**src/rtl/logic_unit_arbiter_pkg.sv**
```systemverilog
// Shared definitions for the logic-unit arbiter: opcode encodings and FSM states.
// Latency: n/a (definitions only).
// Backpressure: n/a.
package logic_unit_arbiter_pkg;

  // Opcodes carried on each requester's 2-bit op field.
  localparam logic [1:0] OP_AND = 2'b00;
  localparam logic [1:0] OP_OR  = 2'b01;
  localparam logic [1:0] OP_XOR = 2'b10;
  localparam logic [1:0] OP_NOT = 2'b11;

  // Arbiter control states.
  typedef enum logic [1:0] {
    S_IDLE = 2'b00,
    S_EXEC = 2'b01,
    S_RESP = 2'b10
  } state_t;

endpackage

```
**src/rtl/logic_unit_arbiter_if.sv**
```systemverilog
// Request/response bundle between the requesters/consumer and the logic-unit arbiter.
// Latency: n/a (wiring only).
// Backpressure: req_valid/req_ready per requester, rsp_valid/rsp_ready on the response.
// Ports: master = requester/consumer side, slave = arbiter side.
//   req_valid[NUM_REQ], req_ready[NUM_REQ], req_op[2*NUM_REQ],
//   req_a/req_b[WIDTH*NUM_REQ] (requester i in slice i), rsp_valid, rsp_ready,
//   rsp_y[WIDTH], rsp_id[ID_W].
interface logic_unit_arbiter_if #(
  parameter int NUM_REQ = 4,
  parameter int WIDTH   = 8,
  parameter int ID_W    = 2
);
  logic [NUM_REQ-1:0]       req_valid;
  logic [NUM_REQ-1:0]       req_ready;
  logic [2*NUM_REQ-1:0]     req_op;
  logic [WIDTH*NUM_REQ-1:0] req_a;
  logic [WIDTH*NUM_REQ-1:0] req_b;
  logic                     rsp_valid;
  logic                     rsp_ready;
  logic [WIDTH-1:0]         rsp_y;
  logic [ID_W-1:0]          rsp_id;

  modport master (
    output req_valid, req_op, req_a, req_b, rsp_ready,
    input  req_ready, rsp_valid, rsp_y, rsp_id
  );

  modport slave (
    input  req_valid, req_op, req_a, req_b, rsp_ready,
    output req_ready, rsp_valid, rsp_y, rsp_id
  );
endinterface

```
**src/rtl/logic_unit_arbiter_rr_priority_pick.sv**
```systemverilog
// Round-robin picker: first set bit of req scanning upward from last_grant+1 with wrap.
// Latency: combinational.
// Backpressure: none; grant is one-hot or zero, any flags a winner.
// Ports: req[NUM_REQ], last_grant[ID_W] in; grant[NUM_REQ] one-hot, winner[ID_W], any out.
module rr_priority_pick #(
  parameter int NUM_REQ = 4,
  parameter int ID_W    = 2
) (
  input  logic [NUM_REQ-1:0] req,
  input  logic [ID_W-1:0]    last_grant,
  output logic [NUM_REQ-1:0] grant,
  output logic [ID_W-1:0]    winner,
  output logic               any
);

  int idx;

  always_comb begin
    grant  = '0;
    winner = '0;
    any    = 1'b0;
    idx    = 0;
    // Offset 1 first, offset NUM_REQ (last_grant itself) last.
    for (int i = 1; i <= NUM_REQ; i++) begin
      idx = int'(last_grant) + i;
      if (idx >= NUM_REQ) idx = idx - NUM_REQ;
      if (!any && req[ID_W'(idx)]) begin
        any                 = 1'b1;
        grant[ID_W'(idx)]   = 1'b1;
        winner              = ID_W'(idx);
      end
    end
  end

endmodule

```
**src/rtl/logic_unit_arbiter.sv**
```systemverilog
// Shares one AND/OR/XOR/NOT unit among NUM_REQ requesters with round-robin grant.
// Latency: request handshake at cycle T -> rsp_valid at T+2; one op per 3 cycles peak.
// Backpressure: req_ready only in IDLE; rsp_y/rsp_id held in RESP until rsp_ready.
// Ports: clk, rst_n (synchronous, active-low), bus (logic_unit_arbiter_if.slave);
//   op_count[16] (saturating completed-response count) only when LOGIC_ARB_STATS_EN is defined.
module logic_unit_arbiter
  import logic_unit_arbiter_pkg::*;
#(
  parameter int NUM_REQ = 4,
  parameter int WIDTH   = 8,
  parameter int ID_W    = 2   // must equal clog2(NUM_REQ)
) (
  input  logic                 clk,
  input  logic                 rst_n,
  logic_unit_arbiter_if.slave  bus
`ifdef LOGIC_ARB_STATS_EN
  ,
  output logic [15:0]          op_count
`endif
);

  state_t             state_q, state_d;
  logic [ID_W-1:0]    last_grant_q;
  logic [1:0]         op_q;
  logic [WIDTH-1:0]   a_q, b_q, y_q, y_d;
  logic [ID_W-1:0]    id_q, rsp_id_q;

  logic [NUM_REQ-1:0] pick_grant;
  logic [ID_W-1:0]    pick_idx;
  logic               pick_any;
  logic [NUM_REQ-1:0] req_ready_c;
  logic               take;

  logic [1:0]         op_sel;
  logic [WIDTH-1:0]   a_sel, b_sel;

  rr_priority_pick #(
    .NUM_REQ (NUM_REQ),
    .ID_W    (ID_W)
  ) u_pick (
    .req        (bus.req_valid),
    .last_grant (last_grant_q),
    .grant      (pick_grant),
    .winner     (pick_idx),
    .any        (pick_any)
  );

  // One-hot grant makes this an AND-OR mux of the winner's operands.
  always_comb begin
    op_sel = '0;
    a_sel  = '0;
    b_sel  = '0;
    for (int i = 0; i < NUM_REQ; i++) begin
      if (pick_grant[i]) begin
        op_sel = op_sel | bus.req_op[2*i +: 2];
        a_sel  = a_sel  | bus.req_a[WIDTH*i +: WIDTH];
        b_sel  = b_sel  | bus.req_b[WIDTH*i +: WIDTH];
      end
    end
  end

  // Next state and request-side outputs. req_ready is suppressed while
  // rst_n is low so no requester sees an accept that reset then discards.
  always_comb begin
    state_d     = state_q;
    req_ready_c = '0;
    take        = 1'b0;
    unique case (state_q)
      S_IDLE: begin
        if (rst_n) begin
          req_ready_c = pick_grant;
          if (pick_any) begin
            take    = 1'b1;
            state_d = S_EXEC;
          end
        end
      end
      S_EXEC: state_d = S_RESP;
      S_RESP: if (bus.rsp_ready) state_d = S_IDLE;
      default: state_d = S_IDLE;
    endcase
  end

  always_comb begin
    y_d = '0;
    unique case (op_q)
      OP_AND: y_d = a_q & b_q;
      OP_OR:  y_d = a_q | b_q;
      OP_XOR: y_d = a_q ^ b_q;
      OP_NOT: y_d = ~a_q;
      default: y_d = '0;
    endcase
  end

  always_ff @(posedge clk) begin
    if (!rst_n) begin
      state_q      <= S_IDLE;
      last_grant_q <= ID_W'(NUM_REQ - 1);
      op_q         <= '0;
      a_q          <= '0;
      b_q          <= '0;
      id_q         <= '0;
      y_q          <= '0;
      rsp_id_q     <= '0;
    end else begin
      state_q <= state_d;
      if (take) begin
        op_q         <= op_sel;
        a_q          <= a_sel;
        b_q          <= b_sel;
        id_q         <= pick_idx;
        last_grant_q <= pick_idx;
      end
      if (state_q == S_EXEC) begin
        y_q      <= y_d;
        rsp_id_q <= id_q;
      end
    end
  end

`ifdef LOGIC_ARB_STATS_EN
  always_ff @(posedge clk) begin
    if (!rst_n) begin
      op_count <= '0;
    end else if (state_q == S_RESP && bus.rsp_ready && op_count != 16'hFFFF) begin
      op_count <= op_count + 16'd1;
    end
  end
`endif

  assign bus.req_ready = req_ready_c;
  assign bus.rsp_valid = (state_q == S_RESP);
  assign bus.rsp_y     = y_q;
  assign bus.rsp_id    = rsp_id_q;

endmodule
```
**src/flat_wrapper.sv**
```systemverilog
// flat-port wrapper written by rule: the top's interface ports become plain ports
module logic_unit_arbiter_flat import logic_unit_arbiter_pkg::*;
#(
  parameter int NUM_REQ = 4,
  parameter int WIDTH   = 8,
  parameter int ID_W    = 2                               
)
  (clk, rst_n, bus_req_valid, bus_req_op, bus_req_a, bus_req_b, bus_rsp_ready, bus_req_ready, bus_rsp_valid, bus_rsp_y, bus_rsp_id);
  logic_unit_arbiter_if #(.NUM_REQ(NUM_REQ), .WIDTH(WIDTH), .ID_W(ID_W)) bus_i ();
  input  logic clk;
  input  logic rst_n;
  input wire logic [$bits(bus_i.req_valid)-1:0] bus_req_valid;
  input wire logic [$bits(bus_i.req_op)-1:0] bus_req_op;
  input wire logic [$bits(bus_i.req_a)-1:0] bus_req_a;
  input wire logic [$bits(bus_i.req_b)-1:0] bus_req_b;
  input wire logic [$bits(bus_i.rsp_ready)-1:0] bus_rsp_ready;
  output wire logic [$bits(bus_i.req_ready)-1:0] bus_req_ready;
  output wire logic [$bits(bus_i.rsp_valid)-1:0] bus_rsp_valid;
  output wire logic [$bits(bus_i.rsp_y)-1:0] bus_rsp_y;
  output wire logic [$bits(bus_i.rsp_id)-1:0] bus_rsp_id;
  assign bus_i.req_valid = bus_req_valid;
  assign bus_i.req_op = bus_req_op;
  assign bus_i.req_a = bus_req_a;
  assign bus_i.req_b = bus_req_b;
  assign bus_i.rsp_ready = bus_rsp_ready;
  assign bus_req_ready = bus_i.req_ready;
  assign bus_rsp_valid = bus_i.rsp_valid;
  assign bus_rsp_y = bus_i.rsp_y;
  assign bus_rsp_id = bus_i.rsp_id;
  logic_unit_arbiter #(.NUM_REQ(NUM_REQ), .WIDTH(WIDTH), .ID_W(ID_W)) u_core (.clk(clk), .rst_n(rst_n), .bus(bus_i));
endmodule
```
**config.mk**
```make
export PLATFORM = sky130hd
export DESIGN_NAME = logic_unit_arbiter_flat
export DESIGN_NICKNAME = d
export VERILOG_FILES = /design/src/rtl/logic_unit_arbiter_pkg.sv /design/src/rtl/logic_unit_arbiter_if.sv /design/src/rtl/logic_unit_arbiter_rr_priority_pick.sv /design/src/rtl/logic_unit_arbiter.sv /design/src/flat_wrapper.sv
export SDC_FILE = /design/constraint.sdc
export NUM_CORES = 1
export LEC_CHECK = 0
export CAP_MARGIN = 20
export CORE_UTILIZATION = 45
export DETAILED_ROUTE_END_ITERATION = 8
export GPL_TIMING_DRIVEN = 0
export HOLD_SLACK_MARGIN = 0.15
export PLACE_DENSITY = 0.84
export SKIP_CTS_REPAIR_TIMING = 1
export SLEW_MARGIN = 30
export SYNTH_ARGS = -nofsm -noshare
export SYNTH_HDL_FRONTEND = slang
export SYNTH_SLANG_ARGS = --single-unit
```
**constraint.sdc**
```tcl
create_clock -name clk -period 9.4 [get_ports clk]
set_input_delay 2.35 -clock clk [delete_from_list [all_inputs] [get_ports clk]]
set_output_delay 2.35 -clock clk [all_outputs]
set_load 0.01 [all_outputs]
```
==> impl_metrics.csv <==
group,metric,value,unit
critical_path,worstRegToRegCells,13,
status,status,"finished, violations left",
floorplan,initial_core_util,0.4696,
synthesis,synth_warnings,0,
timing,tightest_slew,0.7431,ns
floorplan,core_area,8806,sq um
floorplan,die_w,97.86,um
clock_tree,cts_tree,"built",
synthesis,syn_avg_cell_area,8.597,sq um
power_and_ir_drop,swShare,0.4455,
synthesis,ys_types,61,
layout,diodes,0,
layout,fin_util,0.6014,
clock_tree,path_clk_slew,0.08,ns
critical_path,r2r-start,"u_core.last_grant_q[1]",
layout,final_layout_size_suffix_gt1_frac,0.1684,
synthesis,synthFlopType,"dfxtp_1",
place,globalplace.congestion,0.9391,
grt,top_usage_layer,"met2",
detailed_routing,detail_route.wl_per_cell,19.85,um
timing,slew_headroom,0.5046,
power_and_ir_drop,p_total,782.5,uW
detailed_routing,routed_wl,13700,um
power_and_ir_drop,p_comb_frac,0.619,
floorplan,num_rows,34,
place,place_area,5201,sq um
grt,grt_usage,0.2846,
clock_tree,cts.sinks,34,
synthesis,syn_nets,584,
critical_path,r2r-end,"u_core.a_q[5]",
synthesis,synth.area.top_cells,"dfxtp_1, a22o_1, ha_1",
detailed_routing,drt_iter0_drc,428,
power_and_ir_drop,powerDensity,147.7,nW/um^2
grt,met2_usage,0.4794,
synthesis,synth.top_cell.area_share,0.1646,
synthesis,synth-async-reset-ratio,0,
clock_tree,htree_levels,2,
synthesis,synthTopCellsByCount,"a22o_1, nand2_1, o21ai_0",
synthesis,ys_seq_area_frac,0.1646,
power_and_ir_drop,clockPowerShare,0.153,
critical_path,worstPathMaxFanout,10,
status,violations,"design-rule violations",
floorplan,die_y,97.86,um
floorplan,die_area,9577,sq um
critical_path,cp.required,7.05,ns
timing,setup_viol,0,
grt,grt_pass1_wl,22090,um
detailed_routing,drc,16,
timing,finalHoldWorstSlack,0.4940,ns
power_and_ir_drop,p_switching,348.6,uW
detailed_routing,firstDrtPassIters,8,
timing,fin_crit_sh,0.7905,
critical_path,cp-end-kind,"primary output",
timing,fin_crit,7.431,ns
clock_tree,numCtsBuffers,5,
layout,nets,684,
synthesis,synth_most_common_cell,"a22o_1",
synthesis,synthesis.area,4135,sq um
critical_path,cp-start-kind,"input pin",
power_and_ir_drop,p_leak,2.030,nW
clock_tree,cts_root_buf,"clkbuf_8",
synthesis,ys_ff_latch,34,
critical_path,reg2reg_slack,5.35,ns
timing,fin_skew,0.003597,ns
grt,grt-ovfl-total,0,
detailed_routing,ant_nets,0,
grt,use_met1,0.3571,
timing,tns,0,ns
layout,fillCellCount,790,
power_and_ir_drop,seq_power_share,0.228,
job,cap_violations,0,
place,dp_hpwl,10070,um
grt,grt_pass1_vias,4505,
detailed_routing,vias_per_cell,6.491,
synthesis,synth_cells,481,
power_and_ir_drop,irDropWorstVdd,64.09,uV
clock_tree,clock_latency,0.29,ns
timing,fmax,134.6,MHz
timing,finalHoldViolations,0,
timing,drv_slew,0,
synthesis,synth-edff-count,0,
detailed_routing,vias,4479,
floorplan,boundaryPins,94,
timing,rsz0062_at_grt,"false",
grt,grt_max_degree,14,
synthesis,post-synth-top-area-cell,"dfxtp_1",
critical_path,crit_start,"bus_req_valid[0]",
critical_path,crit_arrival,5.08,ns
critical_path,crit_type,"input pin to primary output",
clock_tree,cts.path.max_buffers,2,
grt,antenna_found_initial,0,
power_and_ir_drop,internal_power,433.9,uW
layout,area_growth,28.08,%
layout,final_area,5296,sq um
place,port_buffers,93,
critical_path,crit_end,"bus_req_ready[1]",
grt,grt_use_met3,0.04152,
worst_hold_path,hold_path_class,"flip-flop to flip-flop",
-- kinds of logic after synthesis --
logic type,count (synthesis),synth area share
buffers and inverters,80,0.09531
flip-flops,34,0.1646
multiplexers,29,0.1059
adder cells (fa/ha/maj),24,0.07262
AND/OR/NAND/NOR,99,0.1325
AO/OA/AOI/OAI,215,0.4291
-- area by class of cell --
| class | count | area, sq um | share of cell area |
|---|---|---|---|
| sequential | 34 | 680.7 | 0.1285 |
| multi-input combinational | 367 | 3060 | 0.5778 |
| clock buffer | 6 | 82.58 | 0.01559 |
| clock inverter | 2 | 12.51 | 0.002362 |
| buffer | 46 | 266.5 | 0.05032 |
| timing repair buffer | 93 | 930.9 | 0.1758 |
| inverter | 34 | 127.6 | 0.02410 |
| tap | 108 | 135.1 | 0.02551 |
-- flip-flops by register name, indices dropped and copies added, names as in the netlist --
name,cells
u_core.a_q,8
u_core.b_q,8
u_core.bus.rsp_id,2
u_core.bus.rsp_y,8
u_core.id_q,2
u_core.last_grant_q,2
u_core.op_q,2
u_core.state_q,2
-- worst min path at each step --
stage	slack [ns]	end	startpoint	cells past startpoint
floorplan	0.44	u_core.id_q[1]	u_core.id_q[1]	2
global placement	0.48	u_core.id_q[1]	u_core.id_q[1]	2
detailed placement	0.48	u_core.id_q[1]	u_core.id_q[1]	2
CTS	0.49	u_core.id_q[1]	u_core.id_q[1]	2
global route	0.51	u_core.id_q[1]	u_core.id_q[1]	2
finish	0.49	u_core.id_q[1]	u_core.id_q[1]	2
-- routing by layer --
layer | routed length, um | vias to the layer above
met3 | 1214 | 42
met1 | 5616 | 2120
met5 | 0 | -
met4 | 439 | 0
met2 | 6426 | 276
li1 | - | 2041
-- power groups by stage --
stage / Sequential (mW) / Clock (mW) / Combinational [mW]
global route: 0.180 / 0.123 / 0.520
CTS: 0.178 / 0.118 / 0.476
detailed placement: 0.182 / 0 / 0.473
finish: 0.179 / 0.119 / 0.485
global placement: 0.180 / 0 / 0.461
floorplan: 0.177 / 0 / 0.327
-- metrics by stage --
step	instances	setup slack [ns]
floorplan	481	3.321
global placement	682	2.039
detailed placement	682	2.018
CTS	690	2.006
global route	690	1.844
finish	690	1.969
-- placed cells by master, fill, tap and decap left out, types with 19 or more instances in the layout --
cell | synthesis | final
clkbuf_1 | 25 | 25
o21ai_0 | 39 | 39
a22o_1 | 52 | 52
inv_1 | 31 | 31
a22oi_1 | 19 | 19
nand2_1 | 40 | 40
ha_1 | 24 | 24
dfxtp_1 | 34 | 34
clkdlybuf4s50_1 | 0 | 93
-- worst max-delay path, stage by stage --
cell and delay [ns]:
clkdlybuf4s50_1 0.50, buf_2 0.22, inv_1 0.12, a32oi_2 0.56, nand2_2 0.20, a22oi_4 0.40, buf_6 0.20, nor2_1 0.04
clkdlybuf4s50_1 0.47
Note: power is estimated with default switching activity, not from simulation.
